--- src/rtl/factorial_ctrl.sv ---
// Sequencer for the 8-bit factorial datapath: R0 holds the counter, R1 the product.
// Build option FACT_CTRL_ZERO_EN adds the ZCHK state so that N = 0 yields 0! = 1.
module factorial_ctrl (
  input  logic       clk,
  input  logic       rst,
  input  logic       start,
  input  logic       compare,
  output logic       IE,
  output logic       we,
  output logic [1:0] wa,
  output logic       rea,
  output logic       reb,
  output logic [1:0] raa,
  output logic [1:0] rab,
  output logic [2:0] Sel_alu,
  output logic       OE,
  output logic       busy,
  output logic       done
);

  // state | meaning
  // IDLE  | waiting for start, all controls low
  // LOAD  | R0 <- Data_i
  // CLR   | R1 <- R0 - R0
  // INIT  | R1 <- R1 + 1
  // CHK   | test R0 == 1
  // ZCHK  | test R0 == 0 (FACT_CTRL_ZERO_EN only)
  // MUL   | R1 <- R1 * R0
  // DEC   | R0 <- R0 - 1
  // OUT   | output register <- R1
  // DONE  | one-cycle done pulse
  typedef enum logic [3:0] {
    S_IDLE = 4'd0,
    S_LOAD = 4'd1,
    S_CLR  = 4'd2,
    S_INIT = 4'd3,
    S_CHK  = 4'd4,
    S_ZCHK = 4'd5,
    S_MUL  = 4'd6,
    S_DEC  = 4'd7,
    S_OUT  = 4'd8,
    S_DONE = 4'd9
  } state_t;

  localparam logic [2:0] ALU_SUB   = 3'b001;
  localparam logic [2:0] ALU_MUL   = 3'b010;
  localparam logic [2:0] ALU_PASSA = 3'b011;
  localparam logic [2:0] ALU_INCA  = 3'b100;
  localparam logic [2:0] ALU_DECA  = 3'b101;

  typedef struct packed {
    logic       ie;
    logic       we;
    logic [1:0] wa;
    logic       rea;
    logic       reb;
    logic [1:0] raa;
    logic [1:0] rab;
    logic [2:0] sel;
    logic       oe;
    logic       busy;
    logic       done;
  } ctrl_t;

  state_t state;
  state_t state_nxt;
  ctrl_t  ctrl;

  function automatic state_t next_state(input state_t s, input logic st, input logic cmp);
    state_t n;
    n = S_IDLE;
    case (s)
      S_IDLE: n = st ? S_LOAD : S_IDLE;
      S_LOAD: n = S_CLR;
      S_CLR:  n = S_INIT;
      S_INIT: n = S_CHK;
`ifdef FACT_CTRL_ZERO_EN
      S_CHK:  n = cmp ? S_OUT : S_ZCHK;
      S_ZCHK: n = cmp ? S_OUT : S_MUL;
`else
      S_CHK:  n = cmp ? S_OUT : S_MUL;
`endif
      S_MUL:  n = S_DEC;
      S_DEC:  n = S_CHK;
      S_OUT:  n = S_DONE;
      S_DONE: n = S_IDLE;
      default: n = S_IDLE;
    endcase
    return n;
  endfunction

  function automatic ctrl_t decode(input state_t s);
    ctrl_t c;
    c = '0;
    c.busy = (s != S_IDLE);
    case (s)
      S_LOAD: begin
        c.ie = 1'b1; c.we = 1'b1; c.wa = 2'd0;
      end
      S_CLR: begin
        c.rea = 1'b1; c.reb = 1'b1; c.raa = 2'd0; c.rab = 2'd0;
        c.sel = ALU_SUB; c.we = 1'b1; c.wa = 2'd1;
      end
      S_INIT: begin
        c.rea = 1'b1; c.raa = 2'd1; c.sel = ALU_INCA; c.we = 1'b1; c.wa = 2'd1;
      end
      S_CHK: begin
        c.rea = 1'b1; c.raa = 2'd0; c.sel = ALU_PASSA;
      end
      S_ZCHK: begin
        c.rea = 1'b1; c.raa = 2'd0; c.sel = ALU_INCA;
      end
      S_MUL: begin
        c.rea = 1'b1; c.reb = 1'b1; c.raa = 2'd1; c.rab = 2'd0;
        c.sel = ALU_MUL; c.we = 1'b1; c.wa = 2'd1;
      end
      S_DEC: begin
        c.rea = 1'b1; c.raa = 2'd0; c.sel = ALU_DECA; c.we = 1'b1; c.wa = 2'd0;
      end
      S_OUT: begin
        c.rea = 1'b1; c.raa = 2'd1; c.sel = ALU_PASSA; c.oe = 1'b1;
      end
      S_DONE: c.done = 1'b1;
      default: c = '0;
    endcase
    return c;
  endfunction

  assign state_nxt = next_state(state, start, compare);

  // Controls are registered from the next state so they always match the state register.
  always_ff @(posedge clk or posedge rst) begin
    if (rst) begin
      state <= S_IDLE;
      ctrl  <= '0;
    end else begin
      state <= state_nxt;
      ctrl  <= decode(state_nxt);
    end
  end

  assign IE      = ctrl.ie;
  assign we      = ctrl.we;
  assign wa      = ctrl.wa;
  assign rea     = ctrl.rea;
  assign reb     = ctrl.reb;
  assign raa     = ctrl.raa;
  assign rab     = ctrl.rab;
  assign Sel_alu = ctrl.sel;
  assign OE      = ctrl.oe;
  assign busy    = ctrl.busy;
  assign done    = ctrl.done;

endmodule

--- config.mk ---
export PLATFORM = sky130hd
export DESIGN_NAME = factorial_ctrl
export DESIGN_NICKNAME = d
export VERILOG_FILES = /design/src/rtl/factorial_ctrl.sv
export SDC_FILE = /design/constraint.sdc
export NUM_CORES = 1
export LEC_CHECK = 0
export ABC_CLOCK_PERIOD_IN_PS = 1450
export CAP_MARGIN = 20
export CORE_MARGIN = 2
export CORE_UTILIZATION = 25
export CTS_CLUSTER_SIZE = 24
export DETAILED_ROUTE_END_ITERATION = 7
export PLACE_DENSITY = 0.53
export SYNTH_ARGS = -nofsm -noshare
export SYNTH_HDL_FRONTEND = slang
export SYNTH_SLANG_ARGS = --single-unit
--- constraint.sdc ---
create_clock -name clk -period 1.45 [get_ports clk]
set_input_delay 0.2175 -clock clk [delete_from_list [all_inputs] [get_ports clk]]
set_output_delay 0.2175 -clock clk [all_outputs]
set_load 0.03 [all_outputs]
# == Word level (Yosys, flattened, before mapping) ==
# Index checks and enable logic that the tools add are counted.
# totals
elab_cells,50
in_bits,4
ff_bits,18
# classes
eq_ne,16
n_mux,12
n_reduce_logical,11
# ops
op,n
"equality test 4 x 3 -> 1 bit, second input constant",7
case mux 4 bit (7 select lines),1
"equality test 4 x 2 -> 1 bit, second input constant",4
case mux 3 bit (5 select lines),1
"equality test 4 bit, second input constant",3
OR reduction 2 bit,5
OR reduction 9 bit,1
"equality test 4 x 1 -> 1 bit, second input constant",2
two-way mux 1 bit,8
OR reduction 7 bit,1
case mux 3 bit (2 select lines),1
OR reduction 3 bit,2
logical NOT 4 bit,1
two-way mux 4 bit,1
nonzero test 4 bit,1

# == Longest topological paths before layout ==
# Gate-level depths: netlist of the first run.
# logic_depth
word_depth,6
depth_mapped,4

# == Worst setup path after synthesis of the first run ==
# OpenSTA, ideal clock, no wires.
# synth_timing
path_kind,register to register
start,reg state[2]
end,reg ctrl (netlist bit busy)
synth_period_minus_slack_ns,1.081
arrival_ns,0.954
path_stages_with_launch,5
path_buffers,1
setup_ns,0.127
path_slack_ns,0.369
cell_sequence,dfrtp_1 buf_4 nor4_1 a21oi_1 a2bb2oi_1
# synth_between
elab_chain_cells,6
word_cells_on_any_way,22
classes_between,16 x eq/ne; 2 x mux; 4 x reduce/logical
# synth_rtl
element,line,source
"start, declared",65,state_t state;
"start signal, assigned",137,state <= state_nxt;
equality test 4 x 3 -> 1 bit / equality test 4 x 2 -> 1 bit (equally long branches),72,case (s)
OR reduction 2 bit (no line),--,
case mux 4 bit (7 select lines) *,72,
equality test 4 x 1 -> 1 bit (tied with other cells),96,case (s)
OR reduction 9 bit (no line),--,
two-way mux 1 bit *,96,
"end signal, assigned",138,ctrl <= decode(state_nxt);
"end, declared",67,ctrl_t ctrl;
# Every way passes the cells marked *; elsewhere a longest branch is shown, timed or not.

# == Worst setup path after layout of the first run ==
# layout_timing
start,reg ctrl (netlist bit wa[0])
end,out wa[0]
# layout_lines
element,line,source
"end, declared",10,"output logic [1:0] wa,"
# No word-level cell between the ends.

==> results of run 1 <==
worst reg2reg max path, delay by kind of cell (launching register included):
family | cells | cell delay (ns)
and+or+nand+nor | 2 | 0.55
AOI/OAI and AO/OA | 1 | 0.08
DFF | 1 | 0.52
final timing paths:
kind	startpoint	endpoint
worst max-delay path	wa[0]	wa[0]
worst min-delay path	rst	done
worst max register to register	state[2]	reb
worst min register to register	state[3]	Sel_alu[0]
max in group asynchronous	rst	reb
min in group clk	compare	OE
state kept, by name (all words and copies together) (netlist names):
signal and count:
busy 1, IE 1, we 1, rea 1
done 1, Sel_alu 3, reb 1, wa 1
state 4, OE 1, raa 1
routing by layer:
| layer | vias to the layer above | wire length [µm] | global-route usage (%) |
|---|---|---|---|
| li1 | 258 | - | - |
| met1 | 238 | 639 | 13.30 |
| met3 | 2 | 104 | 2.268 |
| met5 | - | 0 | 0 |
| met4 | 0 | 6 | 5.980 |
| met2 | 21 | 598 | 13.14 |
power groups by stage:
stage	registers, mW	clock network, mW	logic, mW
after floorplan	0.965	0	0.560
after global placement	0.789	0	1.08
after detailed placement	0.796	0	1.09
after CTS	0.780	0.308	1.00
after global routing	0.808	0.327	1.09
final	0.781	0.292	0.996
cells in the final DEF, fill, tap and decap left out:
| cell | instances |
|---|---|
| a211oi_1 | 1 |
| a21o_1 | 1 |
| a21oi_1 | 8 |
| a2bb2oi_1 | 1 |
| and2b_1 | 2 |
| buf_4 | 4 |
| clkbuf_4 | 3 |
| clkbuf_8 | 1 |
| clkdlybuf4s50_1 | 3 |
| conb_1 | 4 |
| dfrtp_1 | 16 |
| dlygate4sd2_1 | 12 |
| inv_1 | 4 |
| nand2_1 | 4 |
| nand2b_1 | 2 |
| nand3_1 | 1 |
| nor2_1 | 6 |
| nor2b_1 | 1 |
| nor3_1 | 6 |
| nor3b_2 | 1 |
| nor4_1 | 1 |
| o21ai_0 | 4 |
| or3_4 | 1 |
| xnor2_1 | 1 |
layout make-up:
cell class | instances | area share (%)
sequential | 16 | 44.51
multi-input combinational | 45 | 27.12
timing repair buffer | 19 | 18.36
tap | 31 | 4.312
clock buffer | 4 | 4.033
inverter | 4 | 1.669
kinds of logic (layout without fill, tap and decap cells):
kind of cell / count (synthesis) / after routing / synth area share, %
buffers and inverters: 12 / 27 / 10.28
other: 1 / 4 / 0.5314
and+or+nand+nor: 25 / 25 / 19.32
xor gates and xnor gates: 1 / 1 / 1.241
AOI/OAI and AO/OA: 15 / 15 / 11.88
DFF: 16 / 16 / 56.74
per-stage QoR:
step / instance area, µm² / total power, mW / hold WS [ns] / cells
final: 899.6 / 2.069 / 0.2272 / 119
after global routing: 899.6 / 2.229 / 0.2581 / 119
after CTS: 899.6 / 2.089 / 0.2285 / 119
after detailed placement: 878.3 / 1.884 / 0.5419 / 115
after global placement: 878.3 / 1.868 / 0.5405 / 115
after floorplan: 716.9 / 1.525 / 0.1312 / 73
==> flow_metrics.tcl, run 1 <==
set metrics [dict create \
    grt_pass1_vias 478 \
    p_sw_share_pct 43.69 \
    dieWidth_um 57.13 \
    antenna_left 0 \
    place.gp.congestion 0.7149 \
    cp-end-kind "primary output" \
    critPathMaxFanout 1 \
    period_minus_slack_ns 1.252 \
    synthTopCellsByCount "dfrtp_1 (16), a21oi_1 (8), buf_4 (7), nor2_1 (6), nor3_1 (6)" \
    syn_area_um2 705.7 \
    hold_viol 0 \
    clkLatencyLatePin_ns 0.29 \
    p_per_area_mw_per_mm2 2300 \
    clk_pin_slew_ns 0.10 \
    yosysTopAreaCellShare_pct 56.74 \
    power.internal_mw 1.165 \
    rows 19 \
    grt.overflow.total 0 \
    area_delta_synth_final_pct 27.48 \
    fillers 292 \
    finClkSkew_ns 0.008289 \
    grt_first_pass_wirelength_mm 2.290 \
    wl_mm 1.348 \
    fmax_mhz 798.6 \
    antenna_found_initial 0 \
    ys_seq_area_share_pct 56.74 \
    syn_area_per_cell_um2 10.08 \
    post_cts_buffers 0 \
    cts_buffers 3 \
    cp.required_ns 1.23 \
    slowest_stage "dlygate4sd2_1" \
    drtIter0Drc 17 \
    io_pins 20 \
    ys_warn_count 0 \
    drc 0 \
    initial_utilization_pct 26.04 \
    wl_per_cell_um 11.33 \
    grt.total_usage_pct 9.513 \
    layout_setup_ws_ns 0.1979 \
    cp-start-kind "flop" \
    reg2reg_setup_slack_ns 0.20 \
    status "complete, no violations" \
    place_ws_ns 0.1987 \
    synth_edf_count 0 \
    cp_cell_sequence "dlygate4sd2_1" \
    multi_input_area_um2 244.0 \
    critPathMaxStageDelay_ns 0.40 \
    die_h_um 57.13 \
    io_buffers 15 \
    final-setup-viol-count 0 \
    path_buf_inv 1 \
    seq_area_um2 400.4 \
    max-cap-violations 0 \
    async_flop_share_pct 100.0 \
    post_cts_resized 12 \
    htreeDepth 1 \
    cp.depth 1 \
    syn_inst 70 \
    nets 93 \
    root_buffer "clkbuf_4" \
    core_area_mm2 0.002710 \
    dpl.hpwl_um 957.2 \
    synth_top_cell_by_area "dfrtp_1" \
    peakVddDrop_v 0.0008246 \
    slew_viol_final 0 \
    p_clk_share_pct 14.1 \
    grt_max_degree 17 \
    p_leak_nw 0.4359 \
    worstHoldPathType "in -> async" \
    ff2ff_path_depth 3 \
    p_switching_mw 0.9038 \
    clockBufferDepth 2 \
    cts_tree "built" \
    combPwrFrac_pct 48.1 \
    drive_above_1_share_pct 11.36 \
    seq_power_share_pct 37.7 \
    holdBufCountCts 0 \
    vias 519 \
    clock_sinks 16 \
    synth-seq-cells 16 \
    crit_type "reg -> out" \
    fin_setup_tns_ns 0 \
    drt-pass1-iter-count 4 \
    synth_cell_types 21 \
    fin_crit_sh_pct 86.35 \
    dieArea_mm2 0.003264 \
    finish.utilization_pct 33.19 \
    worstPathArrival_ns 1.03 \
    yosysMostFrequentCell "dfrtp_1" \
    rsz0062_at_grt "false" \
    routed_via_density 4.361 \
    synthFlopType "dfrtp_1" \
    yosys-top-cells-area "dfrtp_1 (57%), buf_4 (7.4%), a21oi_1 (5.7%)" \
    crit_family "buffers and inverters" \
    diodes 0 \
]
Note: power is estimated with default switching activity, not from simulation.
==> run 2, diff against run 1 <==
- CORE_UTILIZATION: 25 -> 45
- MAX_ROUTING_LAYER: unset -> met4
- PLACE_DENSITY: 0.53 -> 0.82
==> run 2 against run 1 <==
Clock skew shrank 0.0056 ns. Combinational power shrank 1%. Die area shrank 42%. Global-route usage grew 6.0 points. Sequential share of layout area grew 1.3 points. Clock-buffer cell count is the same. Non-clock buffer count shrank 1. Final cell count shrank 13%. Hold slack gained 0.0042 ns. Maximum frequency shrank 2.0%. Sequential power shrank 2%. Largest cell class unchanged. Register-to-register slack lost 0.03 ns.
==> flow_metrics.tcl, run 2 (synthesis gave the netlist of run 1 again) <==
set metrics [dict create \
    place_inst 99 \
    finClkSkew_ns 0.002722 \
    hold_viol 0 \
    dieArea_mm2 0.001901 \
    diodes 0 \
    worstPathArrival_ns 1.48 \
    fin_setup_tns_ns 0 \
    r2r-start "state[0]" \
    fin_crit_sh_pct 88.10 \
    die_h_um 43.60 \
    critPathMaxFanout 16 \
    status "complete, no violations" \
    p_leak_nw 0.4309 \
    cp-end-kind "flop" \
    clkLatencyLatePin_ns 0.28 \
    final-setup-viol-count 0 \
    rsz0062_at_grt "false" \
    grt.overflow.total 0 \
    initial_utilization_pct 47.39 \
    io_pins 20 \
    top_register "state" \
    cp-start-kind "flop" \
    peakVddDrop_v 0.0009876 \
    final_cell_mix "dfrtp_1 (16), dlygate4sd2_1 (12), a21oi_1 (8), nor2_1 (6), nor3_1 (6)" \
    dpl.hpwl_um 826.7 \
    period_minus_slack_ns 1.278 \
    wl_mm 1.206 \
    wl_per_cell_um 11.71 \
    drc 0 \
    ff2ff_path_depth 2 \
    htreeDepth 1 \
    place.gp.congestion 0.8926 \
    clk_pin_slew_ns 0.08 \
    root_buffer "clkbuf_4" \
    worstHoldPathType "in -> async" \
    post_cts_buffers 0 \
    cp.required_ns 1.65 \
    grt_pass1_vias 484 \
    fin_area_um2 873.3 \
    vias 526 \
    holdWs_ns 0.2314 \
    reg2reg_setup_slack_ns 0.17 \
    fmax_mhz 782.8 \
    cts_buffers 3 \
    drt-pass1-iter-count 4 \
    holdBufCountCts 0 \
    slew_viol_final 0 \
    grt_max_degree 17 \
    largest_reg_flops 4 \
    io_buffers 15 \
    placed_cell_area_um2 852.1 \
    rows 14 \
    drive_above_1_share_pct 10.34 \
    grt.total_usage_pct 15.56 \
    grt_first_pass_wirelength_mm 2.035 \
    area_delta_synth_final_pct 23.76 \
    core_area_mm2 0.001489 \
    crit_type "reg -> reg" \
    r2r-end "IE" \
    antenna_left 0 \
    final_common_cell "dfrtp_1" \
    dieWidth_um 43.60 \
    p_per_area_mw_per_mm2 2326 \
    max-cap-violations 0 \
    nets 92 \
    drtIter0Drc 22 \
    clock_sinks 16 \
    clockBufferDepth 2 \
    post_cts_resized 12 \
    final_cells 103 \
    routed_via_density 5.107 \
    cts_tree "built" \
    antenna_found_initial 0 \
]
-- run 2: changes by cell type in the layout (fill, tap and decap cells not counted), sizes merged --
cell	before	now
buf	4	3
-- run 2: worst max-delay path: stages, from the launching register on --
cell,delay (ns)
dfrtp_1,0.54
or3_4,0.45
nor3b_2,0.20
-- run 2: cell type report --
| cell class | instances | area (µm²) |
|---|---|---|
| clock buffers | 4 | 36.28 |
| fillers | 122 | 615.6 |
| inverters | 4 | 15.01 |
| multi-input cells | 45 | 244.0 |
| flip-flops and latches | 16 | 400.4 |
| well taps | 16 | 20.02 |
| repair buffers | 18 | 157.7 |
-- run 2: layer usage --
| layer | track usage, % | vias up | part of all wire (%) |
|---|---|---|---|
| li1 | - | 259 | - |
| met1 | 16.62 | 236 | 39 |
| met2 | 24.12 | 24 | 49 |
| met3 | 3.750 | 7 | 6.6 |
| met4 | 12.73 | 0 | 5.2 |
| met5 | - | - | 0 |
-- run 2: power breakdown --
part           leakage [nW]  switching [mW]  internal [mW]  total [mW]
logic                 0.208           0.606          0.377       0.982
registers             0.202           0.146          0.621       0.767
clock network        0.0210           0.129          0.153       0.282
-- run 2: how the worst max path moves through the flow --
stage | to | start | slack, ns | depth (start not counted)
2_1_floorplan | busy | state[2] | 0.37 | 4
3_3_place_gp | Sel_alu[0] | compare | 0.22 | 4
3_5_place_dp | we | compare | 0.21 | 4
4_1_cts | IE | state[0] | 0.16 | 2
5_1_grt | IE | state[0] | 0.10 | 2
6_report | IE | state[0] | 0.17 | 2
-- run 2: metrics by stage --
step / worst slack [ns] / utilization (%) / power [mW]
2_1_floorplan: 0.3692 / - / 1.525
3_3_place_gp: 0.2227 / 57.23 / 1.824
3_5_place_dp: 0.2124 / 57.23 / 1.850
4_1_cts: 0.1558 / 58.66 / 2.046
5_1_grt: 0.1010 / 58.66 / 2.188
6_report: 0.1725 / 58.66 / 2.032
==> RTL change 1 (settings of run 2) <==
Encoding of `state_t`: now one-hot (10 bits for 10 states).
--- a/src/rtl/factorial_ctrl.sv
+++ b/src/rtl/factorial_ctrl.sv
@@ -29,17 +29,17 @@
   // DEC   | R0 <- R0 - 1
   // OUT   | output register <- R1
   // DONE  | one-cycle done pulse
-  typedef enum logic [3:0] {
-    S_IDLE = 4'd0,
-    S_LOAD = 4'd1,
-    S_CLR  = 4'd2,
-    S_INIT = 4'd3,
-    S_CHK  = 4'd4,
-    S_ZCHK = 4'd5,
-    S_MUL  = 4'd6,
-    S_DEC  = 4'd7,
-    S_OUT  = 4'd8,
-    S_DONE = 4'd9
+  typedef enum logic [9:0] {
+    S_IDLE = 10'b0000000001,
+    S_LOAD = 10'b0000000010,
+    S_CLR  = 10'b0000000100,
+    S_INIT = 10'b0000001000,
+    S_CHK  = 10'b0000010000,
+    S_ZCHK = 10'b0000100000,
+    S_MUL  = 10'b0001000000,
+    S_DEC  = 10'b0010000000,
+    S_OUT  = 10'b0100000000,
+    S_DONE = 10'b1000000000
   } state_t;
 
   localparam logic [2:0] ALU_SUB   = 3'b001;
Behaviour: no difference found for any inputs over 10 cycles, from zero or initial values and one cycle with rst high; not proved beyond that.
==> RTL change 1 against run 2 <==
  * Via count increased by 24%
  * Worst setup slack got worse by 150 ps
  * Synthesized area increased by 18%
  * Count of clock-buffer cells in the layout unchanged
  * Fmax decreased by 10%
  * Power decreased by 8.1%
  * Routed wire length increased by 41%
  * Hold slack improved by 2.7 ps
  * Global-route usage increased by 1.6 points
  * Core utilization increased by 7.8 points
  * Design area increased by 31%
  * Sequential cell count increased by 5
==> RTL change 1: results (changes against run 2) <==
status: finished, final reports clean (unchanged)
met2 WL post-DR: 853 µm (was 592 µm)
GRT Util Overall: 17.2% (was 15.6%)
clk slew on worst S/H paths: 110 ps (was 80 ps)
clock latency on the worst-skew pair: 300 ps (was 280 ps)
nets@finish: 106 (was 92)
largest net degree at the start of global routing: 22 (was 17)
Register Area: 529 µm² (was 400 µm²)
post-synthesis xor/xnor area fraction: 2.10% (was 1.24%)
M3 GR Usage: 4.62% (was 3.75%)
Yosys cell types: 23 (was 21)
Clock-cell share: 2.29% (was 4.15%)
Detail Placement HPWL: 1.09 mm (was 827 µm)
Multi-input gate area: 317 µm² (was 244 µm²)
global-route wire length before repair: 2.46 mm (was 2.04 mm)
gpl congestion: 0.843 (was 0.893)
Initial DRC Count: 12 (was 22)
P_leak: 0.632 nW (was 0.431 nW)
Critical Path Max Stage Delay: 620 ps (was 540 ps)
Final Instance Count excl. Fillers: 126 (was 103)
most instantiated cells after synthesis: dfrtp_1 (20), nor2_1 (12), inv_1 (6), buf_4 (4), nand4_1 (4) (was dfrtp_1 (16), a21oi_1 (8), buf_4 (7), nor2_1 (6), nor3_1 (6))
sequential cell power: 0.809 mW (was 0.767 mW)
critical path's slowest cell: dfstp_2 (was dfrtp_1)
Non-CTS buffers: 26 (was 18)
CP arrival: 1610 ps (was 1480 ps)
routing usage on met1: 20.3% (was 16.6%)
die footprint: 2210 µm² (was 1900 µm²)
-- RTL change 1: cell count changes after synthesis, moves of 2 or more --
| cell | run 2 | this run |
|---|---|---|
| and2b_1 | 2 | 0 |
| a21oi_1 | 8 | 0 |
| dfrtp_1 | 16 | 20 |
| nor3_1 | 6 | 2 |
| nand4_2 | 0 | 2 |
| nand3_1 | 1 | 3 |
| nor2_1 | 6 | 12 |
| nand2_1 | 4 | 2 |
| nand4_1 | 0 | 4 |
| nor3b_1 | 0 | 2 |
| inv_1 | 4 | 6 |
| buf_4 | 7 | 4 |
-- RTL change 1: path summary, 6_finish.rpt --
kind,start,to,depth (start not counted)
worst min-delay path,rst,Sel_alu[1],3
worst max-delay path,state[0],we,4
min in group clk,start,state[0],2
worst max register to register,state[0],we,4
max in group asynchronous,rst,state[0],3
worst min register to register,state[0],state[4],1
==> RTL change 2 (flow settings as in run 2) <==
Without the edit above. Build with the macro `FACT_CTRL_ZERO_EN` defined.
--- a/src/rtl/factorial_ctrl.sv
+++ b/src/rtl/factorial_ctrl.sv
@@ -1,5 +1,7 @@
 // Sequencer for the 8-bit factorial datapath: R0 holds the counter, R1 the product.
 // Build option FACT_CTRL_ZERO_EN adds the ZCHK state so that N = 0 yields 0! = 1.
+`define FACT_CTRL_ZERO_EN
+
 module factorial_ctrl (
   input  logic       clk,
   input  logic       rst,
Formal check against the unedited RTL: not equivalent (a bounded check fails within 10 cycles, from zero or initial values and one cycle with rst high).
==> RTL change 2 against run 2 <==
  * Routed wire length fell by 8.8%
  * First-iteration DRC count down 77%
  * Clock skew is 4.7 ps higher
  * Non-clock buffer count decreased by 2
  * Critical path depth down 1
  * Design area decreased by 7.7%
  * Largest cell class unchanged
  * Power is 9.2% lower
  * Worst setup slack improved by 53 ps
  * Sequential cell count is the same
  * Register-to-register slack gained 140 ps
  * Clock power down 21%
  * Synthesized area decreased by 6.2%
  * Synthesized cell count fell by 11%
==> RTL change 2: results (changes against run 2) <==
routing usage on met1: 17.6% (was 16.6%)
global-route wire length before repair: 1.81 mm (was 2.04 mm)
Max FO, Critical Path: 1 (was 16)
Multi-input gate area: 206 µm² (was 244 µm²)
reg2reg start: state[3] (was state[0])
clock buffer count: 3 (was 4)
met2 Use GR: 20.6% (was 24.1%)
FF-to-FF End: state[3] (was IE)
top cells by area, synth: dfrtp_1 (60%), buf_4 (4.5%), nor2_1 (4.0%), a21oi_1 (3.8%), nor3_1 (2.3%) (was dfrtp_1 (57%), buf_4 (7.4%), a21oi_1 (5.7%), nor3_1 (4.3%), nor2_1 (3.2%))
Detail Placement HPWL: 787 µm (was 827 µm)
cell count of the worst reg-to-reg path: 3 (was 2)
status: finished, final reports clean (unchanged)
1st-pass router iterations: 2 (was 4)
Critical Path Max Stage Delay: 390 ps (was 540 ps)
GRT Util Overall: 14.6% (was 15.6%)
Peak VDD IR: 929 µV (was 988 µV)
CP top delay family: buffers and inverters (was simple AND/OR/NAND/NOR gates)
met3 WL: 47 µm (was 79 µm)
mux contribution to synthesized area: 1.51% (was 0%)
vias in the first global route: 406 (was 484)
P_leak: 0.404 nW (was 0.431 nW)
Critical path destination: busy (was IE)
vias per inst: 5.18 (was 5.11)
nets@finish: 83 (was 92)
# fillers: 130 (was 122)
M3 GR Usage: 1.29% (was 3.75%)
Non-CTS buffers: 16 (was 18)
layout cells sized above 1: 9.09% (was 10.3%)
Clock-cell share: 2.80% (was 4.15%)
met2 WL post-DR: 540 µm (was 592 µm)
CP arrival: 1010 ps (was 1480 ps)
Yosys cell types: 25 (was 21)
-- RTL change 2: changes by cell type in the layout (fill, tap and decap cells not counted), moves of 2 or more --
cell / before / now
a21oi_1: 8 / 5
a31oi_1: 0 / 2
and2b_1: 2 / 0
buf_4: 3 / 1
nand2_1: 4 / 2
nor3_1: 6 / 3
o21ai_0: 4 / 1
-- RTL change 2: metrics by stage --
stage          instances  setup WS (ps)  instance area [µm²]  hold slack (ps)  util (%)
6_report              92            225                  806              234      60.4
5_1_grt               92            184                  806              255      60.4
4_1_cts               92            211                  806              246      60.4
3_5_place_dp          89            111                  798              550      59.8
3_3_place_gp          89            174                  798              535      59.8
2_1_floorplan         65            473                  673              131         -
-- RTL change 2: tightest hold or removal path, delay by kind of cell --
kind,cells,cell delay (ps)
buffers and inverters,3,670
-- RTL change 2: power by group --
part	total (mW)	internal, mW	switching [mW]	leakage, nW
registers	0.793	0.625	0.168	0.202
clock network	0.223	0.0963	0.126	0.0138
logic	0.829	0.296	0.533	0.188
total	1.85	1.02	0.828	0.404
